`config.mk`:
```
export PLATFORM = sky130hd
export DESIGN_NAME = uart_rx
export DESIGN_NICKNAME = d
export VERILOG_FILES = /design/src/rtl/uart_pkg.sv /design/src/rtl/uart_rx_fifo.sv /design/src/rtl/uart_rx.sv
export SDC_FILE = /design/constraint.sdc
export NUM_CORES = 1
export LEC_CHECK = 0
export BUFFER_PORTS_ARGS = -buffer_cell sky130_fd_sc_hd__buf_4
export CORE_MARGIN = 1.5
export CORE_UTILIZATION = 48
export CTS_BUF_LIST = sky130_fd_sc_hd__clkbuf_4
export DETAILED_ROUTE_END_ITERATION = 10
export GPL_ROUTABILITY_DRIVEN = 0
export PLACE_DENSITY = 0.62
export SLEW_MARGIN = 20
export SYNTH_ARGS = -nofsm -noshare
export SYNTH_HDL_FRONTEND = slang
export SYNTH_SLANG_ARGS = --single-unit
```
`constraint.sdc`:
```
create_clock -name i_clock -period 2.2 [get_ports i_clock]
set_input_delay 0.22 -clock i_clock [delete_from_list [all_inputs] [get_ports i_clock]]
set_output_delay 0.22 -clock i_clock [all_outputs]
set_load 0.02 [all_outputs]
```
`src/rtl/uart_pkg.sv`:
```
// Shared definitions for the UART receive path: FSM states, oversampling
// ratio, read-data field layout and the baud tick divisor helper.
package uart_pkg;

  typedef enum logic [2:0] {
    ST_IDLE,
    ST_START,
    ST_DATA,
    ST_STOP,
    ST_BREAK
  } rx_state_e;

  localparam int unsigned OVERSAMPLE     = 16;
  localparam int unsigned RDATA_DATA_LSB = 0;
  localparam int unsigned RDATA_DATA_MSB = 7;
  localparam int unsigned RDATA_FERR_BIT = 8;
  localparam int unsigned ENTRY_W        = RDATA_FERR_BIT + 1;

  // Clocks per oversample tick; truncating division, never below 1.
  function automatic int unsigned tick_divisor(input int unsigned clk_hz,
                                               input int unsigned baud);
    int unsigned d;
    d = clk_hz / (baud * OVERSAMPLE);
    return (d == 0) ? 1 : d;
  endfunction

endpackage

```
`src/rtl/uart_rx_fifo.sv`:
```
// Receive FIFO: extra pointer MSB distinguishes full from empty; a push
// into a full FIFO is accepted when a pop happens in the same cycle.
module uart_rx_fifo #(
  parameter int unsigned DEPTH = 16,
  parameter int unsigned WIDTH = 9
) (
  input  logic             i_clock,
  input  logic             i_reset,
  input  logic             i_push,
  input  logic [WIDTH-1:0] i_wdata,
  input  logic             i_pop,
  output logic [WIDTH-1:0] o_rdata,
  output logic             o_full,
  output logic             o_empty
);

  localparam int unsigned AW = $clog2(DEPTH);

  logic [AW:0]      wptr_q, wptr_d;
  logic [AW:0]      rptr_q, rptr_d;
  logic [WIDTH-1:0] mem_q [DEPTH];
  logic             do_push, do_pop;

  always_comb begin
    o_empty = (wptr_q == rptr_q);
    o_full  = (wptr_q[AW] != rptr_q[AW]) && (wptr_q[AW-1:0] == rptr_q[AW-1:0]);
    o_rdata = mem_q[rptr_q[AW-1:0]];
    do_pop  = i_pop & ~o_empty;
    do_push = i_push & (~o_full | do_pop);
    wptr_d  = do_push ? wptr_q + 1'b1 : wptr_q;
    rptr_d  = do_pop  ? rptr_q + 1'b1 : rptr_q;
  end

  always_ff @(posedge i_clock or negedge i_reset) begin
    if (!i_reset) begin
      wptr_q <= '0;
      rptr_q <= '0;
    end else begin
      wptr_q <= wptr_d;
      rptr_q <= rptr_d;
    end
  end

  always_ff @(posedge i_clock) begin
    if (do_push) mem_q[wptr_q[AW-1:0]] <= i_wdata;
  end

endmodule

```
`src/rtl/uart_rx.sv`:
```
// 8N1 UART receiver with 16x oversampling, framing/break detection,
// receive FIFO and a one-acknowledge-per-request bus read handshake.
module uart_rx
  import uart_pkg::*;
#(
  parameter int unsigned CLOCK_RATE = 50000000,
  parameter int unsigned BAUD_RATE  = 9600,
  parameter int unsigned FIFO_DEPTH = 16
) (
  input  logic        i_clock,
  input  logic        i_reset,
  input  logic        i_request,
  output logic        o_ready,
  output logic [31:0] o_rdata,
  output logic        o_rx_valid,
  output logic        o_overrun,
  input  logic        UART_RX
);

  localparam int unsigned DIV = tick_divisor(CLOCK_RATE, BAUD_RATE);
  localparam int unsigned TW  = (DIV > 1) ? $clog2(DIV) : 1;

  logic              sync1_q, sync2_q, rx_s;
  logic [TW-1:0]     tick_cnt_q, tick_cnt_d;
  logic              tick;

  rx_state_e         state_q, state_d;
  logic [3:0]        sample_cnt_q, sample_cnt_d;
  logic [2:0]        bit_cnt_q, bit_cnt_d;
  logic [7:0]        shift_q, shift_d;
  logic              push_q, push_d;
  logic [ENTRY_W-1:0] push_data_q, push_data_d;

  logic              armed_q, armed_d;
  logic              ready_q, ready_d;
  logic [31:0]       rdata_q, rdata_d;
  logic              overrun_q, overrun_d;

  logic [ENTRY_W-1:0] fifo_rdata;
  logic              fifo_full, fifo_empty;
  logic              pop;

  assign rx_s = sync2_q;

  always_comb begin
    tick       = (tick_cnt_q == TW'(DIV - 1));
    tick_cnt_d = tick ? '0 : tick_cnt_q + TW'(1);
  end

  always_comb begin
    state_d      = state_q;
    sample_cnt_d = sample_cnt_q;
    bit_cnt_d    = bit_cnt_q;
    shift_d      = shift_q;
    push_d       = 1'b0;
    push_data_d  = push_data_q;
    case (state_q)
      ST_IDLE: begin
        if (!rx_s) begin
          state_d      = ST_START;
          sample_cnt_d = '0;
        end
      end
      ST_START: begin
        if (tick) begin
          if (sample_cnt_q == 4'd7) begin
            if (rx_s) begin
              state_d = ST_IDLE;
            end else begin
              state_d      = ST_DATA;
              sample_cnt_d = '0;
              bit_cnt_d    = '0;
            end
          end else begin
            sample_cnt_d = sample_cnt_q + 4'd1;
          end
        end
      end
      ST_DATA: begin
        if (tick) begin
          sample_cnt_d = sample_cnt_q + 4'd1;
          if (sample_cnt_q == 4'd15) begin
            shift_d   = {rx_s, shift_q[7:1]};
            bit_cnt_d = bit_cnt_q + 3'd1;
            if (bit_cnt_q == 3'd7) state_d = ST_STOP;
          end
        end
      end
      ST_STOP: begin
        if (tick) begin
          sample_cnt_d = sample_cnt_q + 4'd1;
          if (sample_cnt_q == 4'd15) begin
            push_d      = 1'b1;
            push_data_d = {~rx_s, shift_q};
            state_d     = rx_s ? ST_IDLE : ST_BREAK;
          end
        end
      end
      ST_BREAK: begin
        if (rx_s) state_d = ST_IDLE;
      end
      default: state_d = ST_IDLE;
    endcase
  end

  // Armed re-arms only while request is low, so a held request is acked once.
  always_comb begin
    pop     = i_request & ~fifo_empty & armed_q;
    armed_d = armed_q;
    if (!i_request)  armed_d = 1'b1;
    else if (pop)    armed_d = 1'b0;
    ready_d = pop;
    rdata_d = rdata_q;
    if (pop) begin
      rdata_d = '0;
      rdata_d[RDATA_FERR_BIT:RDATA_DATA_LSB] = fifo_rdata;
    end
    overrun_d = overrun_q;
    if (push_q && fifo_full && !pop) overrun_d = 1'b1;
    else if (pop)                    overrun_d = 1'b0;
  end

  always_ff @(posedge i_clock or negedge i_reset) begin
    if (!i_reset) begin
      sync1_q      <= 1'b1;
      sync2_q      <= 1'b1;
      tick_cnt_q   <= '0;
      state_q      <= ST_IDLE;
      sample_cnt_q <= '0;
      bit_cnt_q    <= '0;
      shift_q      <= '0;
      push_q       <= 1'b0;
      push_data_q  <= '0;
      armed_q      <= 1'b0;
      ready_q      <= 1'b0;
      rdata_q      <= '0;
      overrun_q    <= 1'b0;
    end else begin
      sync1_q      <= UART_RX;
      sync2_q      <= sync1_q;
      tick_cnt_q   <= tick_cnt_d;
      state_q      <= state_d;
      sample_cnt_q <= sample_cnt_d;
      bit_cnt_q    <= bit_cnt_d;
      shift_q      <= shift_d;
      push_q       <= push_d;
      push_data_q  <= push_data_d;
      armed_q      <= armed_d;
      ready_q      <= ready_d;
      rdata_q      <= rdata_d;
      overrun_q    <= overrun_d;
    end
  end

  uart_rx_fifo #(
    .DEPTH (FIFO_DEPTH),
    .WIDTH (ENTRY_W)
  ) u_fifo (
    .i_clock (i_clock),
    .i_reset (i_reset),
    .i_push  (push_q),
    .i_wdata (push_data_q),
    .i_pop   (pop),
    .o_rdata (fifo_rdata),
    .o_full  (fifo_full),
    .o_empty (fifo_empty)
  );

  assign o_ready    = ready_q;
  assign o_rdata    = rdata_q;
  assign o_rx_valid = ~fifo_empty;
  assign o_overrun  = overrun_q;

  logic unused_ok;
  assign unused_ok = ^{RDATA_DATA_MSB[0]};

endmodule

```
=== Word-level counts from Yosys, hierarchy flattened ===
Memory sizes are Yosys's and may differ from the RTL's. A register that Yosys moved wholly into a read port is not among the register bits.
Index checks and enable logic that the tools add are counted.

* Output and inout bits: 35
* Logic and storage cells: 98
* Input bits: 4
* Flip-flop bits (word level): 52
* Memories: 1
* RAM bits: 144

* Eq/ne operators: 23
* Add/sub/neg operators: 5
* Reductions and logical operators: 15
* Bitwise gates (word level): 8
* Mux-type cells: 32

{| class="wikitable"
|+ Memories
! name !! words !! bits a word !! read ports !! clocked after memory_dff !! wr ports !! line !! text
|-
| u_fifo.mem_q || 16 || 9 || 1 || 1 || 1 || uart_rx_fifo.sv:21 || <nowiki>logic [WIDTH-1:0] mem_q [DEPTH];</nowiki>
|}

{| class="wikitable"
|+ Operator list
! kind !! number
|-
| $mux W3 || 15
|-
| $ne A2 B2 Y1 const B || 10
|-
| $mux W4 || 4
|-
| $pmux W3 S5 || 1
|-
| $pmux W4 S3 || 1
|-
| $add A5 B1 Y5 const B || 2
|-
| $add A9 B1 Y9 const B || 1
|-
| $eq A9 B9 Y1 const B || 1
|-
| $mux W9 || 1
|-
| $reduce_and A3 Y1 || 3
|-
| $reduce_and A9 Y1 || 1
|-
| $mux W1 || 8
|-
| $eq A3 B2 Y1 const B || 2
|-
| $eq A3 B3 Y1 const B || 2
|-
| $pmux W3 S2 || 1
|-
| $reduce_and A6 Y1 || 1
|-
| $eq A5 B5 Y1 || 1
|-
| $add A4 B1 Y4 const B || 1
|-
| $and A1 B1 Y1 || 4
|-
| $eq A4 B3 Y1 const B || 1
|-
| $eq A4 B4 Y1 || 1
|-
| $eq A4 B4 Y1 const B || 1
|-
| $ne A2 B1 Y1 const B || 2
|-
| $reduce_bool A2 Y1 || 2
|-
| other kinds (11) || 16
|}

=== Depth between registers and ports, before layout ===
* Word-level depth: 9
* Depth in mapped cells: 7

=== Hierarchy ===
From an unflattened synthesis, not the netlist that was laid out.

* Cell total of the unflattened synthesis: 499
* Area, all modules: 8740.9 µm²

{| class="wikitable"
|+ Modules (own cells, without submodules)
! module !! area an instance (µm²) !! seq. area each (µm²) !! cells each !! times used
|-
| uart_rx_fifo || 6242.2 || 4574.4 || 294 || 1
|-
| uart_rx || 2498.6 || 1278.7 || 205 || 1
|}

=== Worst setup path before layout ===
OpenSTA, ideal clock, no wires.

* Path type: reg-to-reg
* Start: reg u_fifo.rptr_q[2]
* End: mem u_fifo.mem_q[11][0] (enable)
* Period minus slack after synthesis: 1.967 ns
* Setup time: 0.337 ns
* Setup slack: 0.233 ns
* Buffers on the path: 2
* Arrival: 1.629 ns
* Stages on the path, launching flop included: 7
* Cell sequence: dfrtp_1 buf_2 xor2_1 nor4_2 buf_4 a311oi_1 and2_1

* Cells in the longest elaborated chain, start to end: 9
* Elaborated cells on any way between the ends: 12
* Classes of those cells: eq/ne: 2; mux: 2; bitwise: 7; reduce/logical: 1

{| class="wikitable"
|+ RTL lines
! what !! line !! text
|-
| start: declaration || uart_rx_fifo.sv:20 || <nowiki>logic [AW:0] rptr_q, rptr_d;</nowiki>
|-
| start signal: assignment || uart_rx_fifo.sv:40 || <nowiki>rptr_q <= rptr_d;</nowiki>
|-
| $eq A5 B5 Y1 || uart_rx_fifo.sv:25 || <nowiki>o_empty = (wptr_q == rptr_q);</nowiki>
|-
| $not A1 Y1 || uart_rx_fifo.sv:28, uart_rx.sv:108 ||
|-
| $and A1 B1 Y1 (2 in a row) || uart_rx.sv:108 || <nowiki>pop = i_request & ~fifo_empty & armed_q;</nowiki>
|-
| $and A1 B1 Y1 || uart_rx_fifo.sv:28 || <nowiki>do_pop = i_pop & ~o_empty;</nowiki>
|-
| $or A1 B1 Y1 (*) || uart_rx_fifo.sv:29 || <nowiki>do_push = i_push & (~o_full | do_pop);</nowiki>
|-
| $and A1 B1 Y1 (*) || uart_rx_fifo.sv:29 ||
|-
| $mux W1 (*) || uart_rx_fifo.sv:45 || <nowiki>if (do_push) mem_q[wptr_q[AW-1:0]] <= i_wdata;</nowiki>
|-
| $mux W1 (not written as such) (*) || uart_rx_fifo.sv:45 ||
|-
| end: declaration || uart_rx_fifo.sv:21 ||
|}

Mark *: on every way between the ends. The rest lies on a longest branch, timed or not.

=== Worst setup path in the final report ===
* Start: reg u_fifo.wptr_q[0]
* End: out o_rx_valid

* Cells in the longest elaborated chain, start to end: 2

{| class="wikitable"
|+ RTL lines
! what !! line !! text
|-
| start: declaration || uart_rx_fifo.sv:19 || <nowiki>logic [AW:0] wptr_q, wptr_d;</nowiki>
|-
| start signal: assignment || uart_rx_fifo.sv:39 || <nowiki>wptr_q <= wptr_d;</nowiki>
|-
| $eq A5 B5 Y1 || uart_rx_fifo.sv:25 ||
|-
| $not A1 Y1 || uart_rx.sv:171 || <nowiki>assign o_rx_valid = ~fifo_empty;</nowiki>
|-
| end: declaration || uart_rx.sv:15 || <nowiki>output logic o_rx_valid,</nowiki>
|}

No other way between the ends.

==> qor.yml <==
status: "completed"
route.detailed.drc: 0
multi_input_area_sq_um: 2510
seq_area_frac_synth: 0.678
slew_headroom: 0.457
drv_cap: 0
cts_root_buf: "clkbuf_4"
gr-total-overflow: 0
die_h_um: 137
vias: 4687
drtIter0Drc: 270
portBuffers: 15
final_max_slew_viol_count: 0
synthAdderAreaFrac: 0.0145
wl_per_cell_um: 19.6
nFillCells: 1382
setup_viol: 0
grt_pass1_vias: 4855
post_dp_cell_area_sq_um: 9110
fmax_ghz: 0.470
drt_first_pass_iters: 5
routed_via_density: 5.41
end_kind: "primary output"
cts_sinks: 205
min_period_over_period: 0.967
fp-row-count: 48
cts_max_level: 2
worst_pin_slew_ns: 0.814
die-area_sq_um: 18800
cts.clk_slew.worst_paths_ns: 0.06
regArea_sq_um: 5850
syn-cell-area_sq_um: 8630
crit_fanout: 3
synth_top_area_frac: 0.501
core_sq_um: 17400
synthFlopType: "edfxtp_1"
r2r_slack_ns: 0.10
grt_first_pass_wirelength_um: 26800
synth-compound-area-share: 0.0400
cp.required_ns: 1.98
syn_area_per_cell_sq_um: 17.1
crit_chain: "xor2_2, nor4_4, buf_4, nand2_1, buf_6"
synth_top_family_by_area: "multiplexers"
totalWireLength_um: 17000
grt_max_degree: 62
synthSimpleGateAreaFrac: 0.0626
initial_core_util: 0.495
hold_violations: 0
yosys-top-cells-area: "edfxtp_1 (50%), dfrtp_1 (17%), mux4_2 (9.4%), mux2_2 (2.6%), buf_4 (2.2%)"
nets: 609
num_io_pins: 39
synthXorXnorAreaFrac: 0.0233
clock_path_buffers: 3
synthMuxAreaShare: 0.137
power_uw: 9250
criticalPathCategory: "flop to primary output"
yosysTopAreaCell: "edfxtp_1"
die_w_um: 137
synth_edf_count: 144
ys_types: 56
cts_buffers: 53
fin_worst_skew_ns: 0.0316
antenna_found_initial: 1
fin_area_sq_um: 9930
drive_above_1_share: 0.345
cts_tree: "built"
yosys_warnings: 0
peakVddDrop_mv: 0.398
crit_path_start_kind: "flop"
netlist_instances: 506
powerDensity_nw_per_um2: 931
synth-seq-cells: 205
arrival_ns: 1.91
dpl.hpwl_um: 10800
grt.total_usage: 0.194
synthArstFlopShare: 0.298
cp_slowest_cell: "dfrtp_1"
antenna_left: 0
slowest_delay_ns: 0.41
period_minus_slack_ns: 2.13
hp-class: "primary input to asynchronous set/reset pin"
leakage_uw: 0.00419
synthToLayoutAreaGrowth_pct: 15.1
clk_latency_ns: 0.66
[sequential cells by signal, summed over array words and instances (netlist names)]
signal / cells
armed_q: 1
bit_cnt_q: 3
o_overrun: 1
o_rdata: 9
o_ready: 1
push_data_q: 9
push_q: 1
rx_s: 1
sample_cnt_q: 4
shift_q: 8
state_q: 3
sync1_q: 1
tick_cnt_q: 9
u_fifo.mem_q: 144
u_fifo.rptr_q: 5
u_fifo.wptr_q: 5
[cells in the mapped netlist (2+ instances only)]
cell type / instances
and2_1: 9
nor2b_1: 6
o2111ai_1: 2
a21oi_1: 3
dfstp_2: 2
mux2_4: 7
buf_6: 4
buf_1: 2
xnor2_1: 7
buf_4: 25
clkbuf_1: 5
mux2_2: 20
nor4b_4: 2
nor3_1: 2
mux4_2: 36
o22ai_1: 2
nand3_1: 12
nand2_1: 18
dfrtp_1: 59
and3_1: 15
nand4_1: 2
nor2_1: 13
buf_2: 7
ha_1: 10
inv_1: 17
mux2i_1: 4
a22oi_1: 18
edfxtp_1: 144
a31oi_1: 6
a311oi_1: 2
a211oi_1: 5
xor2_1: 16
[layout by cell type (no fill, tap or decap), types with 4 or more instances in the layout]
master	Yosys	final
a31oi_1	6	6
buf_12	0	4
and3_2	0	4
mux2_4	7	7
nand2_1	18	18
a211oi_1	5	5
xor2_1	16	15
nor2_1	13	13
mux2i_1	4	4
mux4_2	36	36
xnor2_1	7	7
edfxtp_1	144	144
nand3_1	12	12
a22oi_1	18	18
clkbuf_4	0	85
and2_1	9	9
mux2_2	20	20
buf_4	25	48
clkinv_1	0	11
conb_1	1	23
nor2b_1	6	6
dfrtp_1	59	58
and3_1	15	11
inv_1	17	17
ha_1	10	10
[logic make-up (layout without fill, tap and decap cells)]
| logic type | count (synthesis) | in the layout |
|---|---|---|
| AO/OA/AOI/OAI | 47 | 47 |
| XOR/XNOR | 23 | 23 |
| adder cells (fa/ha/maj) | 10 | 10 |
| buffers and inverters | 62 | 174 |
| flip-flops | 205 | 205 |
| multiplexers | 67 | 67 |
| other | 1 | 24 |
| AND/OR/NAND/NOR | 91 | 91 |
[path summary, 6_finish.rpt]
| check | cells past startpoint | start | endpoint |
|---|---|---|---|
| setup reg to reg | 8 | u_fifo.wptr_q[0] | u_fifo.mem_q[10][3] |
| hold reg to reg | 0 | sync1_q | rx_s |
| setup / recovery | 5 | u_fifo.wptr_q[0] | o_rx_valid |
| hold / removal | 2 | i_reset | state_q[2] |
| min in group i_clock | 2 | UART_RX | sync1_q |
| max in group asynchronous | 2 | i_reset | u_fifo.rptr_q[0] |
[layout make-up]
cell class | instances | share of cell area
multi-input combinational | 261 | 0.253
antenna | 1 | 0.000252
clock buffer | 85 | 0.0642
clock inverter | 15 | 0.00932
tap | 225 | 0.0283
inverter | 17 | 0.00642
timing repair buffer | 57 | 0.0496
sequential | 205 | 0.589
[per-layer routing]
metal | GRT usage | vias up | share of wire
met1 | 0.260 | 2374 | 0.42
met3 | 0.0496 | 30 | 0.064
met4 | 0.0725 | 0 | 0.020
met5 | 0 | - | 0
li1 | - | 2133 | -
met2 | 0.308 | 150 | 0.49
[critical path: cells and delay by family, from the launching register on]
family / cells / cell delay (ns)
simple gates: 2 / 0.37
flops: 1 / 0.41
buf+inv: 2 / 0.30
xor+xnor: 1 / 0.20
[power breakdown]
group / internal, uW / switching (uW)
clock network: 1870 / 1500
registers: 4180 / 75.8
logic: 734 / 879
[per-stage QoR]
step | util | instances | TNS (ns) | hold WS, ns | setup WS (ns)
3_5_place_dp | 0.523 | 759 | 0 | 0.330 | 0.0336
3_3_place_gp | 0.523 | 759 | 0 | 0.330 | 0.0932
2_1_floorplan | - | 528 | 0 | -0.0756 | 0.233
6_report | 0.570 | 866 | 0 | 0.213 | 0.0728
5_1_grt | 0.570 | 866 | -0.0198 | 0.195 | -0.0198
4_1_cts | 0.568 | 864 | -0.122 | 0.183 | -0.0464
[repair_timing]
item / 4_1_cts / 5_1_grt
hold buffers: 3 / 0
resized for setup: 4 / 4
endpoints found under the setup margin: 1 / 85
buffers inserted: 2 / 1
endpoints found under the hold margin: 61 / 0
pin swaps: 1 / 1
(Power assumes the default switching activity.)
